File: config.mk
export PLATFORM = sky130hd
export DESIGN_NAME = z80_int_ctrl_flat
export DESIGN_NICKNAME = d
export VERILOG_FILES = /design/src/rtl/z80_int_ctrl_pkg.sv /design/src/rtl/z80_int_ctrl_if.sv /design/src/rtl/z80_int_ctrl_prio_enc.sv /design/src/rtl/z80_int_ctrl.sv /design/src/flat_wrapper.sv
export SDC_FILE = /design/constraint.sdc
export NUM_CORES = 1
export LEC_CHECK = 0
export BUFFER_PORTS_ARGS = -buffer_cell sky130_fd_sc_hd__buf_2
export CAP_MARGIN = 10
export CORE_UTILIZATION = 47
export DETAILED_ROUTE_END_ITERATION = 16
export GPL_ROUTABILITY_DRIVEN = 0
export PLACE_DENSITY_LB_ADDON = 0.2
export SLEW_MARGIN = 20
export SYNTH_ARGS = -nofsm -noshare
export SYNTH_HDL_FRONTEND = slang
export SYNTH_SLANG_ARGS = --single-unit
export TNS_END_PERCENT = 10
File: constraint.sdc
create_clock -name clk -period 2 [get_ports clk]
set_input_delay 0.1 -clock clk [delete_from_list [all_inputs] [get_ports clk]]
set_output_delay 0.1 -clock clk [all_outputs]
set_load 0.05 [all_outputs]
File: src/rtl/z80_int_ctrl_pkg.sv
// Shared types and constants for the Z80 interrupt-control unit.
package z80_int_pkg;

  // Handshake state toward the sequencer.
  typedef enum logic {
    INT_RUN = 1'b0,
    INT_REQ = 1'b1
  } int_state_t;

  // Interrupt mode encodings.
  localparam logic [1:0] IM0 = 2'd0;
  localparam logic [1:0] IM1 = 2'd1;
  localparam logic [1:0] IM2 = 2'd2;

  // The EI shadow counter is sized for the largest supported delay.
  localparam int EI_DELAY_MAX = 7;
  localparam int CNT_W        = $clog2(EI_DELAY_MAX + 1);

endpackage

File: src/rtl/z80_int_ctrl_if.sv
// Sequencer <-> interrupt-control handshake bundle.
interface z80_int_ctrl_if #(
  parameter int NUM_IRQ = 1
);
  localparam int IDW = (NUM_IRQ > 1) ? $clog2(NUM_IRQ) : 1;

  logic               insn_done;
  logic               op_ei;
  logic               op_di;
  logic               op_retn;
  logic               op_im;
  logic [1:0]         im_val;
  logic               nmi;
  logic [NUM_IRQ-1:0] irq;
  logic               int_ack;

  logic               iff1;
  logic               iff2;
  logic [1:0]         im;
  logic               ei_shadow;
  logic               int_req;
  logic               int_nmi;
  logic [IDW-1:0]     int_id;
  logic               proto_err;

  // Sequencer / request-source side.
  modport master (
    output insn_done, op_ei, op_di, op_retn, op_im, im_val, nmi, irq, int_ack,
    input  iff1, iff2, im, ei_shadow, int_req, int_nmi, int_id, proto_err
  );

  // Interrupt controller side.
  modport slave (
    input  insn_done, op_ei, op_di, op_retn, op_im, im_val, nmi, irq, int_ack,
    output iff1, iff2, im, ei_shadow, int_req, int_nmi, int_id, proto_err
  );
endinterface

File: src/rtl/z80_int_ctrl_prio_enc.sv
// Lowest-index-first priority encoder with an any-valid flag.
module z80_int_prio_enc #(
  parameter int N   = 1,
  parameter int IDW = 1
) (
  input  logic [N-1:0]   i_req,
  output logic [IDW-1:0] o_id,
  output logic           o_any
);

  // Scan from the top down so the lowest set index is the last to win.
  always_comb begin
    o_id  = '0;
    o_any = |i_req;
    for (int i = N - 1; i >= 0; i--) begin
      if (i_req[i]) o_id = IDW'(i);
    end
  end

endmodule

File: src/rtl/z80_int_ctrl.sv
// Z80 interrupt control: IFF1/IFF2, IM, post-EI shadow, NMI edge capture,
// maskable prioritisation and the request/ack handshake to the sequencer.
module z80_int_ctrl
  import z80_int_pkg::*;
#(
  parameter int NUM_IRQ  = 1,
  parameter int EI_DELAY = 1
) (
  input  logic          clk,
  input  logic          reset,
  z80_int_ctrl_if.slave bus
);

  localparam int IDW = (NUM_IRQ > 1) ? $clog2(NUM_IRQ) : 1;
  localparam logic [CNT_W-1:0] EI_LOAD = CNT_W'(EI_DELAY);

  int_state_t       r_state;
  logic             r_iff1;
  logic             r_iff2;
  logic [1:0]       r_im;
  logic [CNT_W-1:0] r_cnt;
  logic             r_nmi_prev;
  logic             r_nmi_pend;
  logic             r_int_nmi;
  logic [IDW-1:0]   r_int_id;
  logic             r_proto_err;

  int_state_t       w_state;
  logic             w_iff1;
  logic             w_iff2;
  logic [1:0]       w_im;
  logic [CNT_W-1:0] w_cnt;
  logic             w_nmi_pend;
  logic             w_int_nmi;
  logic [IDW-1:0]   w_int_id;
  logic             w_proto_err;

  logic             w_nmi_edge;
  logic             w_irq_any;
  logic [IDW-1:0]   w_irq_id;
  logic             w_mask_elig;

  z80_int_prio_enc #(
    .N   (NUM_IRQ),
    .IDW (IDW)
  ) u_prio (
    .i_req (bus.irq),
    .o_id  (w_irq_id),
    .o_any (w_irq_any)
  );

  assign w_nmi_edge = bus.nmi & ~r_nmi_prev;

  // Next-state: op effects at boundaries, eligibility, handshake and ack.
  always_comb begin
    w_state     = r_state;
    w_iff1      = r_iff1;
    w_iff2      = r_iff2;
    w_im        = r_im;
    w_cnt       = r_cnt;
    w_nmi_pend  = r_nmi_pend | w_nmi_edge;
    w_int_nmi   = r_int_nmi;
    w_int_id    = r_int_id;
    w_proto_err = r_proto_err;
    w_mask_elig = 1'b0;

    case (r_state)
      INT_RUN: begin
        if (bus.insn_done) begin
          // Only the highest-priority op of the retiring instruction applies.
          if (bus.op_di) begin
            w_iff1 = 1'b0;
            w_iff2 = 1'b0;
            w_cnt  = '0;
          end else if (bus.op_ei) begin
            w_iff1 = 1'b1;
            w_iff2 = 1'b1;
            w_cnt  = EI_LOAD;
          end else if (bus.op_retn) begin
            w_iff1 = r_iff2;
          end else begin
            if (bus.op_im && (bus.im_val != 2'd3)) w_im = bus.im_val;
            if (r_cnt != '0) w_cnt = r_cnt - CNT_W'(1);
          end

          // Eligibility is judged on the values this boundary produces.
          w_mask_elig = w_iff1 && (w_cnt == '0) && w_irq_any;
          if (w_nmi_pend || w_mask_elig) begin
            w_state   = INT_REQ;
            w_int_nmi = w_nmi_pend;
            w_int_id  = w_irq_id;
          end
        end
      end

      INT_REQ: begin
        // A retire while a request is outstanding is a sequencer bug.
        if (bus.insn_done) w_proto_err = 1'b1;
        if (bus.int_ack) begin
          w_state = INT_RUN;
          if (r_int_nmi) begin
            w_iff1     = 1'b0;
            w_nmi_pend = w_nmi_edge;
          end else begin
            w_iff1 = 1'b0;
            w_iff2 = 1'b0;
          end
        end
      end

      default: w_state = INT_RUN;
    endcase
  end

  // All controller state, asynchronously reset.
  always_ff @(posedge clk or posedge reset) begin
    if (reset) begin
      r_state     <= INT_RUN;
      r_iff1      <= 1'b0;
      r_iff2      <= 1'b0;
      r_im        <= IM0;
      r_cnt       <= '0;
      r_nmi_prev  <= 1'b0;
      r_nmi_pend  <= 1'b0;
      r_int_nmi   <= 1'b0;
      r_int_id    <= '0;
      r_proto_err <= 1'b0;
    end else begin
      r_state     <= w_state;
      r_iff1      <= w_iff1;
      r_iff2      <= w_iff2;
      r_im        <= w_im;
      r_cnt       <= w_cnt;
      r_nmi_prev  <= bus.nmi;
      r_nmi_pend  <= w_nmi_pend;
      r_int_nmi   <= w_int_nmi;
      r_int_id    <= w_int_id;
      r_proto_err <= w_proto_err;
    end
  end

  assign bus.iff1      = r_iff1;
  assign bus.iff2      = r_iff2;
  assign bus.im        = r_im;
  assign bus.ei_shadow = (r_cnt != '0);
  assign bus.int_req   = (r_state == INT_REQ);
  assign bus.int_nmi   = r_int_nmi;
  assign bus.int_id    = r_int_id;
  assign bus.proto_err = r_proto_err;

endmodule

File: src/flat_wrapper.sv
// flat-port wrapper written by rule: the top's interface ports become plain ports
module z80_int_ctrl_flat import z80_int_pkg::*;
#(
  parameter int NUM_IRQ  = 1,
  parameter int EI_DELAY = 1
)
  (clk, reset, bus_insn_done, bus_op_ei, bus_op_di, bus_op_retn, bus_op_im, bus_im_val, bus_nmi, bus_irq, bus_int_ack, bus_iff1, bus_iff2, bus_im, bus_ei_shadow, bus_int_req, bus_int_nmi, bus_int_id, bus_proto_err);
  z80_int_ctrl_if #(.NUM_IRQ(NUM_IRQ)) bus_i ();
  input  logic clk;
  input  logic reset;
  input wire logic [$bits(bus_i.insn_done)-1:0] bus_insn_done;
  input wire logic [$bits(bus_i.op_ei)-1:0] bus_op_ei;
  input wire logic [$bits(bus_i.op_di)-1:0] bus_op_di;
  input wire logic [$bits(bus_i.op_retn)-1:0] bus_op_retn;
  input wire logic [$bits(bus_i.op_im)-1:0] bus_op_im;
  input wire logic [$bits(bus_i.im_val)-1:0] bus_im_val;
  input wire logic [$bits(bus_i.nmi)-1:0] bus_nmi;
  input wire logic [$bits(bus_i.irq)-1:0] bus_irq;
  input wire logic [$bits(bus_i.int_ack)-1:0] bus_int_ack;
  output wire logic [$bits(bus_i.iff1)-1:0] bus_iff1;
  output wire logic [$bits(bus_i.iff2)-1:0] bus_iff2;
  output wire logic [$bits(bus_i.im)-1:0] bus_im;
  output wire logic [$bits(bus_i.ei_shadow)-1:0] bus_ei_shadow;
  output wire logic [$bits(bus_i.int_req)-1:0] bus_int_req;
  output wire logic [$bits(bus_i.int_nmi)-1:0] bus_int_nmi;
  output wire logic [$bits(bus_i.int_id)-1:0] bus_int_id;
  output wire logic [$bits(bus_i.proto_err)-1:0] bus_proto_err;
  assign bus_i.insn_done = bus_insn_done;
  assign bus_i.op_ei = bus_op_ei;
  assign bus_i.op_di = bus_op_di;
  assign bus_i.op_retn = bus_op_retn;
  assign bus_i.op_im = bus_op_im;
  assign bus_i.im_val = bus_im_val;
  assign bus_i.nmi = bus_nmi;
  assign bus_i.irq = bus_irq;
  assign bus_i.int_ack = bus_int_ack;
  assign bus_iff1 = bus_i.iff1;
  assign bus_iff2 = bus_i.iff2;
  assign bus_im = bus_i.im;
  assign bus_ei_shadow = bus_i.ei_shadow;
  assign bus_int_req = bus_i.int_req;
  assign bus_int_nmi = bus_i.int_nmi;
  assign bus_int_id = bus_i.int_id;
  assign bus_proto_err = bus_i.proto_err;
  z80_int_ctrl #(.NUM_IRQ(NUM_IRQ), .EI_DELAY(EI_DELAY)) u_core (.clk(clk), .reset(reset), .bus(bus_i));
endmodule
**After elaboration in Yosys (flattened, before gate mapping)**

Index checks and enable logic that the tools add are counted.

- Input port bits: 12
- Logic and storage cells: 61
- Bits in registers: 12

- Muxes and demuxes: 27
- Bitwise operators: 7
- Add/subtract/negate cells: 1
- Reduce and logical (&&, ||, !) cells: 12
- Equality and inequality tests: 5

Operator list:

| operator | count |
|---|---|
| 1-bit 2-to-1 mux | 18 |
| 3-bit 2-to-1 mux | 6 |
| 2-bit != test, second input constant | 4 |
| 1-bit case mux with 2 select lines | 3 |
| 2-bit AND reduction | 3 |
| 6-bit AND reduction | 1 |
| 1-bit inverter | 5 |
| 4-bit AND reduction | 1 |
| 1-bit logical AND | 3 |
| 3-bit logical NOT | 1 |
| 3-bit != test, second input constant | 1 |
| 3-bit AND reduction | 1 |
| 3-bit nonzero test | 1 |
| 3-bit by 1-bit subtractor with 3-bit output, second input constant | 1 |
| 1-bit bitwise AND | 1 |
| 1-bit logical OR | 1 |
| 1-bit bitwise OR | 1 |

**Longest topological paths before layout**

Gate-level depths: netlist of run 1.

- Depth in word-level cells: 14
- Mapped depth: 7
- Gate-level depth less buffers: 7

**By module**

From an unflattened synthesis of run 1, not the netlist that was laid out.

- Cells, all modules: 73
- Area total of the unflattened synthesis: 685.7 sq um

By module, submodules not included:

| module | seq. area each (sq um) | area an instance (sq um) | cells each | times used |
|---|---|---|---|---|
| z80_int_ctrl | 325.3 | 666.9 | 70 | 1 |
| z80_int_prio_enc | 0.0 | 18.8 | 3 | 1 |

**Least setup slack after synthesis of run 1**

No wires, ideal clock.

- Path kind: flip-flop to flip-flop
- From: register u_core.r_cnt[0]
- To: register u_core.r_state, in the netlist u_core.bus.int_req
- Arrival time: 1.780 ns
- Setup slack: 0.096 ns
- Setup time: 0.124 ns
- Path buffers: 0
- Stages on the path, launching flop included: 8
- Data required time: 1.876 ns
- Cell sequence: dfrtp_1 -> inv_1 -> ha_1 -> nand2b_1 -> and2b_4 -> mux2i_1 -> nor3_2 -> or2_1

- Cells in the longest elaborated chain, start to end: 14

Ends and longest elaborated chain:

| element | RTL line | text |
|---|---|---|
| from (decl) | z80_int_ctrl.sv:21 | `logic [CNT_W-1:0] r_cnt;` |
| from (signal assigned) | z80_int_ctrl.sv:133 | `r_cnt <= w_cnt;` |
| 3-bit nonzero test | - |  |
| net bus_ei_shadow | flat_wrapper.sv:23 | `output wire logic [$bits(bus_i.ei_shadow)-1:0] bus_ei_shadow;` |
| 3-bit 2-to-1 mux | z80_int_ctrl.sv:83 | `if (r_cnt != '0) w_cnt = r_cnt - CNT_W'(1);` |
| 3-bit 2-to-1 mux | z80_int_ctrl.sv:79 | `end else if (bus.op_retn) begin` |
| 3-bit 2-to-1 mux | z80_int_ctrl.sv:75 | `end else if (bus.op_ei) begin` |
| 3-bit 2-to-1 mux | z80_int_ctrl.sv:71 | `if (bus.op_di) begin` |
| 3-bit 2-to-1 mux | z80_int_ctrl.sv:69 | `if (bus.insn_done) begin` |
| 3-bit 2-to-1 mux | z80_int_ctrl.sv:67 | `case (r_state)` |
| 3-bit logical NOT | z80_int_ctrl.sv:87 | `w_mask_elig = w_iff1 && (w_cnt == '0) && w_irq_any;` |
| 1-bit logical AND (2 in series) | z80_int_ctrl.sv:87 |  |
| 1-bit logical OR | z80_int_ctrl.sv:88 | `if (w_nmi_pend \|\| w_mask_elig) begin` |
| 1-bit 2-to-1 mux | z80_int_ctrl.sv:88 |  |
| 1-bit 2-to-1 mux | z80_int_ctrl.sv:69 |  |
| 1-bit case mux with 2 select lines | z80_int_ctrl.sv:67 |  |
| net u_core.w_state | z80_int_ctrl.sv:28 | `int_state_t w_state;` |
| to (signal assigned) | z80_int_ctrl.sv:129 | `r_state <= w_state;` |
| to (decl) | z80_int_ctrl.sv:17 | `int_state_t r_state;` |

The timed path passes the listed nets, and every way through them passes these cells. The select of a mux whose other input is x is not followed.
A chain may end at the register's enable or synchronous reset.

**Worst setup path after layout of run 1**

- From: register u_core.r_cnt[0]
- To: register u_core.r_int_nmi, in the netlist u_core.bus.int_nmi

- Cells in the longest elaborated chain, start to end: 12

Ends and longest elaborated chain:

| element | RTL line | text |
|---|---|---|
| 3-bit by 1-bit subtractor with 3-bit output / 3-bit nonzero test (equally long branches) | z80_int_ctrl.sv:83 |  |
| 3-bit 2-to-1 mux | z80_int_ctrl.sv:83 |  |
| 3-bit 2-to-1 mux * | z80_int_ctrl.sv:79 |  |
| 3-bit 2-to-1 mux * | z80_int_ctrl.sv:75 |  |
| 3-bit 2-to-1 mux * | z80_int_ctrl.sv:71 |  |
| 3-bit 2-to-1 mux * | z80_int_ctrl.sv:69 |  |
| 3-bit 2-to-1 mux * | z80_int_ctrl.sv:67 |  |
| 3-bit logical NOT * | z80_int_ctrl.sv:87 |  |
| 1-bit logical AND * (2 in series) | z80_int_ctrl.sv:87 |  |
| 1-bit logical OR * | z80_int_ctrl.sv:88 |  |
| 3-bit AND reduction (no line) * | - |  |
| to (signal assigned) | z80_int_ctrl.sv:136 | `r_int_nmi <= w_int_nmi;` |
| to (decl) | z80_int_ctrl.sv:24 | `logic r_int_nmi;` |

Every way passes the cells marked *; elsewhere a longest branch is shown, timed or not. The select of a mux whose other input is x is not followed.

==> impl_metrics.env, run 1 <==
export IMPL_rsz0062_at_grt="false"
export IMPL_avgSynthCellArea_um2=9.513
export IMPL_cp_required_ns=2.14
export IMPL_routed_wl_um=1286
export IMPL_clkSlewWorstSetupHoldPaths_ns=0.08
export IMPL_p_leak_uw=0.0003821
export IMPL_cts_resized=0
export IMPL_syn_num_nets=82
export IMPL_core_area_mm2=0.001285
export IMPL_critPathMaxFanout=4
export IMPL_drive_above_1_share_pct=28.57
export IMPL_post_cts_buffers=0
export IMPL_synthTopCellsByArea="dfrtp_1 46%, o21ai_0 4.6%, nor2_1 4.1%"
export IMPL_grt_max_degree=13
export IMPL_critPathTopFamily="simple AND/OR/NAND/NOR gates"
export IMPL_yosysTopAreaCell="dfrtp_1"
export IMPL_drv_slew=0
export IMPL_async_reset_ff_share_pct=100.0
export IMPL_num_rows=13
export IMPL_powerDensity_mw_per_mm2=1277
export IMPL_crit_chain="inv_1 -> ha_1 -> or4b_1 -> a21oi_1 -> nor2_1 -> nor3_2 -> o21ai_1"
export IMPL_nets=106
export IMPL_fmax_ghz=0.5459
export IMPL_dieArea_mm2=0.001529
export IMPL_gr_usage_all_layers_pct=19.88
export IMPL_placed_area_um2=749.5
export IMPL_startpoint_type="register"
export IMPL_syn_area_um2=646.9
export IMPL_gr_total_overflow=0
export IMPL_synth_cell_types=29
export IMPL_slowest_delay_ns=0.52
export IMPL_path_buf_inv=1
export IMPL_place_inst=100
export IMPL_synth_top_cell_area_share_pct=46.42
export IMPL_path_class="reg2reg"
export IMPL_holdBufCountCts=2
export IMPL_die_h_um=39.10
export IMPL_area_growth_pct=24.56
export IMPL_wl_per_cell_um=12.13
export IMPL_fin_setup_tns_ns=0
export IMPL_seq_area_frac_synth_pct=46.42
export IMPL_drc_errors=0
export IMPL_drtIter0Drc=3
export IMPL_h_tree_depth=1
export IMPL_firstDrtPassIters=3
export IMPL_n_antenna_cell=0
export IMPL_yosys_warnings=0
export IMPL_grt_pass1_wl_um=2042
export IMPL_maxCapViolCount=0
export IMPL_synth_most_common_cell="dfrtp_1"
export IMPL_setup_viol=0
export IMPL_synth_edf_count=0
export IMPL_clock_latency_ns=0.26
export IMPL_cp_end_kind="register"
export IMPL_antenna_found_initial=0
export IMPL_final_instance_count_excl_fill=106
export IMPL_crit_arrival_ns=1.98
export IMPL_dp_hpwl_um=1019
export IMPL_hold_path_class="in2reg"
export IMPL_cts_num_sinks=12
export IMPL_ioPinCount=21
export IMPL_cp_slowest_cell="or4b_1"
export IMPL_vias_per_cell=5.321
export IMPL_cts_made_buffers=3
export IMPL_die_w_um=39.10
export IMPL_fin_ws_ns=0.1681
export IMPL_start_util_pct=50.34
export IMPL_synth_seq_cells=12
export IMPL_antenna_left=0
export IMPL_grt_pass1_vias=483
export IMPL_ir_drop_mv=0.7239
export IMPL_skew_ns=0.001938
export IMPL_post_place_ws_ns=0.1827
export IMPL_hold_violations=0
export IMPL_status="complete, no violations"
export IMPL_synth_common_cells="12 x dfrtp_1, 7 x nor2_1, 6 x o21ai_0"
export IMPL_power_total_uw=1029
export IMPL_min_period_ns=1.832
export IMPL_portBuffers=19
export IMPL_ys_flop_type="dfrtp_1"
export IMPL_synth_cells=68
export IMPL_period_share_pct=91.60
export IMPL_clockBufferDepth=2
export IMPL_fin_area_um2=805.8
export IMPL_cts_tree="yes"
export IMPL_root_buffer="clkbuf_4"
export IMPL_vias=564
==> power by group <==
| part | switching (uW) | total, uW | internal, uW |
|---|---|---|---|
| registers | 44.3 | 349 | 304 |
| clock network | 78.1 | 188 | 110 |
| logic | 341 | 492 | 151 |
| total | 463 | 1030 | 566 |
==> worst register-to-register path: stages, from the launching register on <==
cell and delay [ns]:
dfrtp_1 0.35, inv_1 0.09, ha_1 0.24, or4b_1 0.52
a21oi_1 0.16, nor2_1 0.07, nor3_2 0.20, o21ai_1 0.08
==> per-layer routing <==
layer	track usage (%)	part of all wire [%]	up-vias
met5	0	0	-
li1	-	-	286
met2	29.17	46	11
met3	5.202	4.0	0
met1	29.89	50	267
met4	2.586	0	0
==> flip-flops by register name (all words and copies together), names as in the netlist <==
register	flops
u_core.bus.int_req	1
u_core.bus.iff2	1
u_core.r_nmi_prev	1
u_core.r_cnt	3
u_core.r_nmi_pend	1
u_core.bus.int_nmi	1
u_core.bus.iff1	1
u_core.bus.im	2
u_core.bus.proto_err	1
==> cells by family after synthesis <==
| family | count (synthesis) | share of synthesized area [%] |
|---|---|---|
| simple gates | 26 | 22.05 |
| compound gates | 19 | 20.89 |
| flops | 12 | 46.42 |
| buf+inv | 7 | 4.642 |
| fa+ha+maj | 2 | 3.868 |
| mux | 1 | 1.547 |
| other cells | 1 | 0.5797 |
==> area by class of cell <==
type / count / area (um2)
Sequential cell: 12 / 300.3
Multi-Input combinational cell: 49 / 316.6
Clock buffer: 4 / 36.28
Tap cell: 15 / 18.77
Timing Repair Buffer: 21 / 115.1
Inverter: 5 / 18.77
Fill cell: 111 / 479.2
==> through the flow <==
stage / utilization, % / hold WS [ns]
after floorplan: - / -0.03530
after global placement: 58.33 / 0.1284
after detailed placement: 58.33 / 0.1248
after CTS: 62.71 / 0.06434
after global routing: 62.71 / 0.08122
final: 62.71 / 0.06729
==> cell usage in the layout, fill, tap and decap left out, types with 2 or more instances in the layout <==
| cell | instances |
|---|---|
| a21o_1 | 2 |
| a32o_1 | 2 |
| buf_2 | 19 |
| clkbuf_4 | 3 |
| dfrtp_1 | 12 |
| dlygate4sd3_1 | 2 |
| ha_1 | 2 |
| inv_1 | 5 |
| nand2_1 | 4 |
| nand2b_1 | 2 |
| nand3_1 | 2 |
| nor2_1 | 7 |
| nor2b_1 | 4 |
| nor3_1 | 2 |
| o21ai_0 | 6 |
| o22a_1 | 2 |
==> final timing paths <==
kind / start / end / slack (ns) / cells after the start
hold / removal: bus_insn_done / u_core.bus.proto_err$_DFFE_PP0P_ / 0.07 / 2
max in group asynchronous: reset / u_core.bus.int_req$_DFF_PP0_ / 1.31 / 3
min in group asynchronous: reset / u_core.bus.im[0]$_DFFE_PP0P_ / 0.38 / 3
setup / recovery: u_core.r_cnt[0]$_DFFE_PP0P_ / u_core.bus.int_nmi$_DFFE_PP0P_ / 0.17 / 7
hold reg to reg: u_core.bus.proto_err$_DFFE_PP0P_ / u_core.bus.proto_err$_DFFE_PP0P_ / 0.45 / 1
setup reg to reg: u_core.r_cnt[0]$_DFFE_PP0P_ / u_core.bus.int_nmi$_DFFE_PP0P_ / 0.17 / 7
Note: power is estimated with default switching activity, not from simulation.
==> inputs of run 2 (changes only) <==
--- a/config.mk
+++ b/config.mk
@@ -7,7 +7,10 @@
 export LEC_CHECK = 0
 export BUFFER_PORTS_ARGS = -buffer_cell sky130_fd_sc_hd__buf_2
 export CAP_MARGIN = 10
-export CORE_UTILIZATION = 47
+export CELL_PAD_IN_SITES_DETAIL_PLACEMENT = 0
+export CELL_PAD_IN_SITES_GLOBAL_PLACEMENT = 1
+export CORE_ASPECT_RATIO = 1.25
+export CORE_UTILIZATION = 35
 export DETAILED_ROUTE_END_ITERATION = 16
 export GPL_ROUTABILITY_DRIVEN = 0
 export PLACE_DENSITY_LB_ADDON = 0.2
==> run 2 against run 1 <==
Critical endpoint unchanged. Die area up 32%. Critical path depth unchanged. Clock-buffer cell count unchanged. Final cell count up 3.8%. Clock power up 3%. Highest routed layer is now met4. Worst hold slack worse by 0.0038 ns. Wire length up 8.7%. Setup slack better by 0.029 ns. Largest power group unchanged. Combinational power about the same. Register-to-register slack better by 0.03 ns. Power up 0.62%.
==> impl_metrics.env, run 2 (synthesized netlist as in run 1, its figures left out) <==
export IMPL_largest_reg_flops=3
export IMPL_n_antenna_cell=0
export IMPL_min_period_ns=1.802
export IMPL_period_share_pct=90.12
export IMPL_power_frac_clock_pct=18.6
export IMPL_cts_num_sinks=12
export IMPL_power_frac_seq_pct=33.9
export IMPL_final_cell_mix="19 x buf_2, 12 x dfrtp_1, 7 x nor2_1"
export IMPL_gr_usage_all_layers_pct=17.21
export IMPL_rsz0062_at_grt="false"
export IMPL_fin_setup_tns_ns=0
export IMPL_gr_total_overflow=0
export IMPL_cp_required_ns=2.16
export IMPL_dieArea_mm2=0.002025
export IMPL_fill_cells=196
export IMPL_core_area_mm2=0.001744
export IMPL_portBuffers=19
export IMPL_m1WireLength_um=674
export IMPL_die_w_um=40.45
export IMPL_regMostFlops="u_core.r_cnt"
export IMPL_die_h_um=50.07
export IMPL_maxCapViolCount=0
export IMPL_drtIter0Drc=12
export IMPL_routed_wl_um=1398
export IMPL_dp_hpwl_um=1080
export IMPL_grt_pass1_vias=550
export IMPL_drc_errors=0
export IMPL_cts_made_buffers=3
export IMPL_cp_end_kind="register"
export IMPL_clock_latency_ns=0.27
export IMPL_ir_drop_mv=0.5728
export IMPL_cts_tree="yes"
export IMPL_clockBufferDepth=2
export IMPL_antenna_found_initial=0
export IMPL_cts_resized=0
export IMPL_p_leak_uw=0.0003821
export IMPL_vias_per_cell=5.064
export IMPL_dr_wl_met3_um=37
export IMPL_startpoint_type="register"
export IMPL_power_total_uw=1035
export IMPL_crit_arrival_ns=1.96
export IMPL_start_util_pct=37.09
export IMPL_skew_ns=0.006513
export IMPL_switching_share_pct=45.33
export IMPL_h_tree_depth=1
export IMPL_power_frac_comb_pct=47.5
export IMPL_antenna_left=0
export IMPL_drv_slew=0
export IMPL_intPower_uw=565.9
export IMPL_hold_violations=0
export IMPL_layout_commonest_cell="buf_2"
export IMPL_path_class="reg2reg"
export IMPL_firstDrtPassIters=4
export IMPL_dr_max_layer_used="met4"
export IMPL_clkSlewWorstSetupHoldPaths_ns=0.08
export IMPL_nets=106
export IMPL_vias=557
export IMPL_status="complete, no violations"
export IMPL_ioPinCount=21
export IMPL_num_rows=17
export IMPL_power_switching_uw=469.3
export IMPL_grt_pass1_wl_um=2325
export IMPL_root_buffer="clkbuf_4"
export IMPL_critPathMaxFanout=4
export IMPL_wl_per_cell_um=12.71
export IMPL_area_growth_pct=25.34
export IMPL_setup_viol=0
export IMPL_fmax_ghz=0.5548
export IMPL_fin_ws_ns=0.1975
export IMPL_post_place_ws_ns=0.1955
export IMPL_powerDensity_mw_per_mm2=1277
export IMPL_route_met2_wl_um=670
export IMPL_worst_hold_slack_ns=0.06345
export IMPL_drive_above_1_share_pct=28.57
export IMPL_grt_max_degree=13
export IMPL_hold_path_class="in2reg"
-- run 2: power groups by stage --
stage               sequential [uW]  clock [uW]  combinational [uW]
floorplan                       491           0                 239
global placement                353           0                 490
detailed placement              355           0                 491
CTS                             351         202                 495
global route                    360         213                 531
finish                          351         193                 492
-- run 2: area by class of cell --
type,instances,area (um2),area share (%)
well taps,19,23.77,2.932
flip-flops and latches,12,300.3,37.04
inverters,5,18.77,2.315
multi-input cells,49,316.6,39.04
repair buffers,21,115.1,14.20
clock buffers,4,36.28,4.475
-- run 2: final timing paths --
| kind | slack [ns] | startpoint | to | cells past startpoint |
|---|---|---|---|---|
| min in group asynchronous | 0.37 | reset | u_core.bus.int_req$_DFF_PP0_ | 3 |
| max in group asynchronous | 1.31 | reset | u_core.r_nmi_prev$_DFF_PP0_ | 3 |
| hold reg to reg | 0.46 | u_core.bus.proto_err$_DFFE_PP0P_ | u_core.bus.proto_err$_DFFE_PP0P_ | 1 |
| setup reg to reg | 0.20 | u_core.r_cnt[0]$_DFFE_PP0P_ | u_core.bus.int_nmi$_DFFE_PP0P_ | 7 |
| hold / removal | 0.06 | bus_insn_done | u_core.bus.proto_err$_DFFE_PP0P_ | 2 |
| setup / recovery | 0.20 | u_core.r_cnt[0]$_DFFE_PP0P_ | u_core.bus.int_nmi$_DFFE_PP0P_ | 7 |
-- run 2: through the flow --
| stage | util (%) | cell area (um2) | std cells |
|---|---|---|---|
| finish | 46.48 | 810.8 | 110 |
| floorplan | - | 646.9 | 68 |
| detailed placement | 43.26 | 754.5 | 104 |
| CTS | 46.48 | 810.8 | 110 |
| global route | 46.48 | 810.8 | 110 |
| global placement | 43.26 | 754.5 | 104 |
-- run 2: timing repair --
item                      4_1_cts  5_1_grt
hold buffers                    2        0
setup buffers                   0        0
hold endpoints to repair       13        0
-- run 2: per-layer routing --
metal | track usage, % | vias to the layer above
met4 | 10.00 | 0
met1 | 20.98 | 264
met3 | 4.054 | 2
met2 | 26.19 | 9
li1 | - | 282
met5 | 0 | -
-- run 2: critical path, stage by stage (launching register included) --
cell and delay [ns]:
dfrtp_1 0.36, inv_1 0.08, ha_1 0.24, or4b_1 0.52
a21oi_1 0.16, nor2_1 0.06, nor3_2 0.19, o21ai_1 0.07
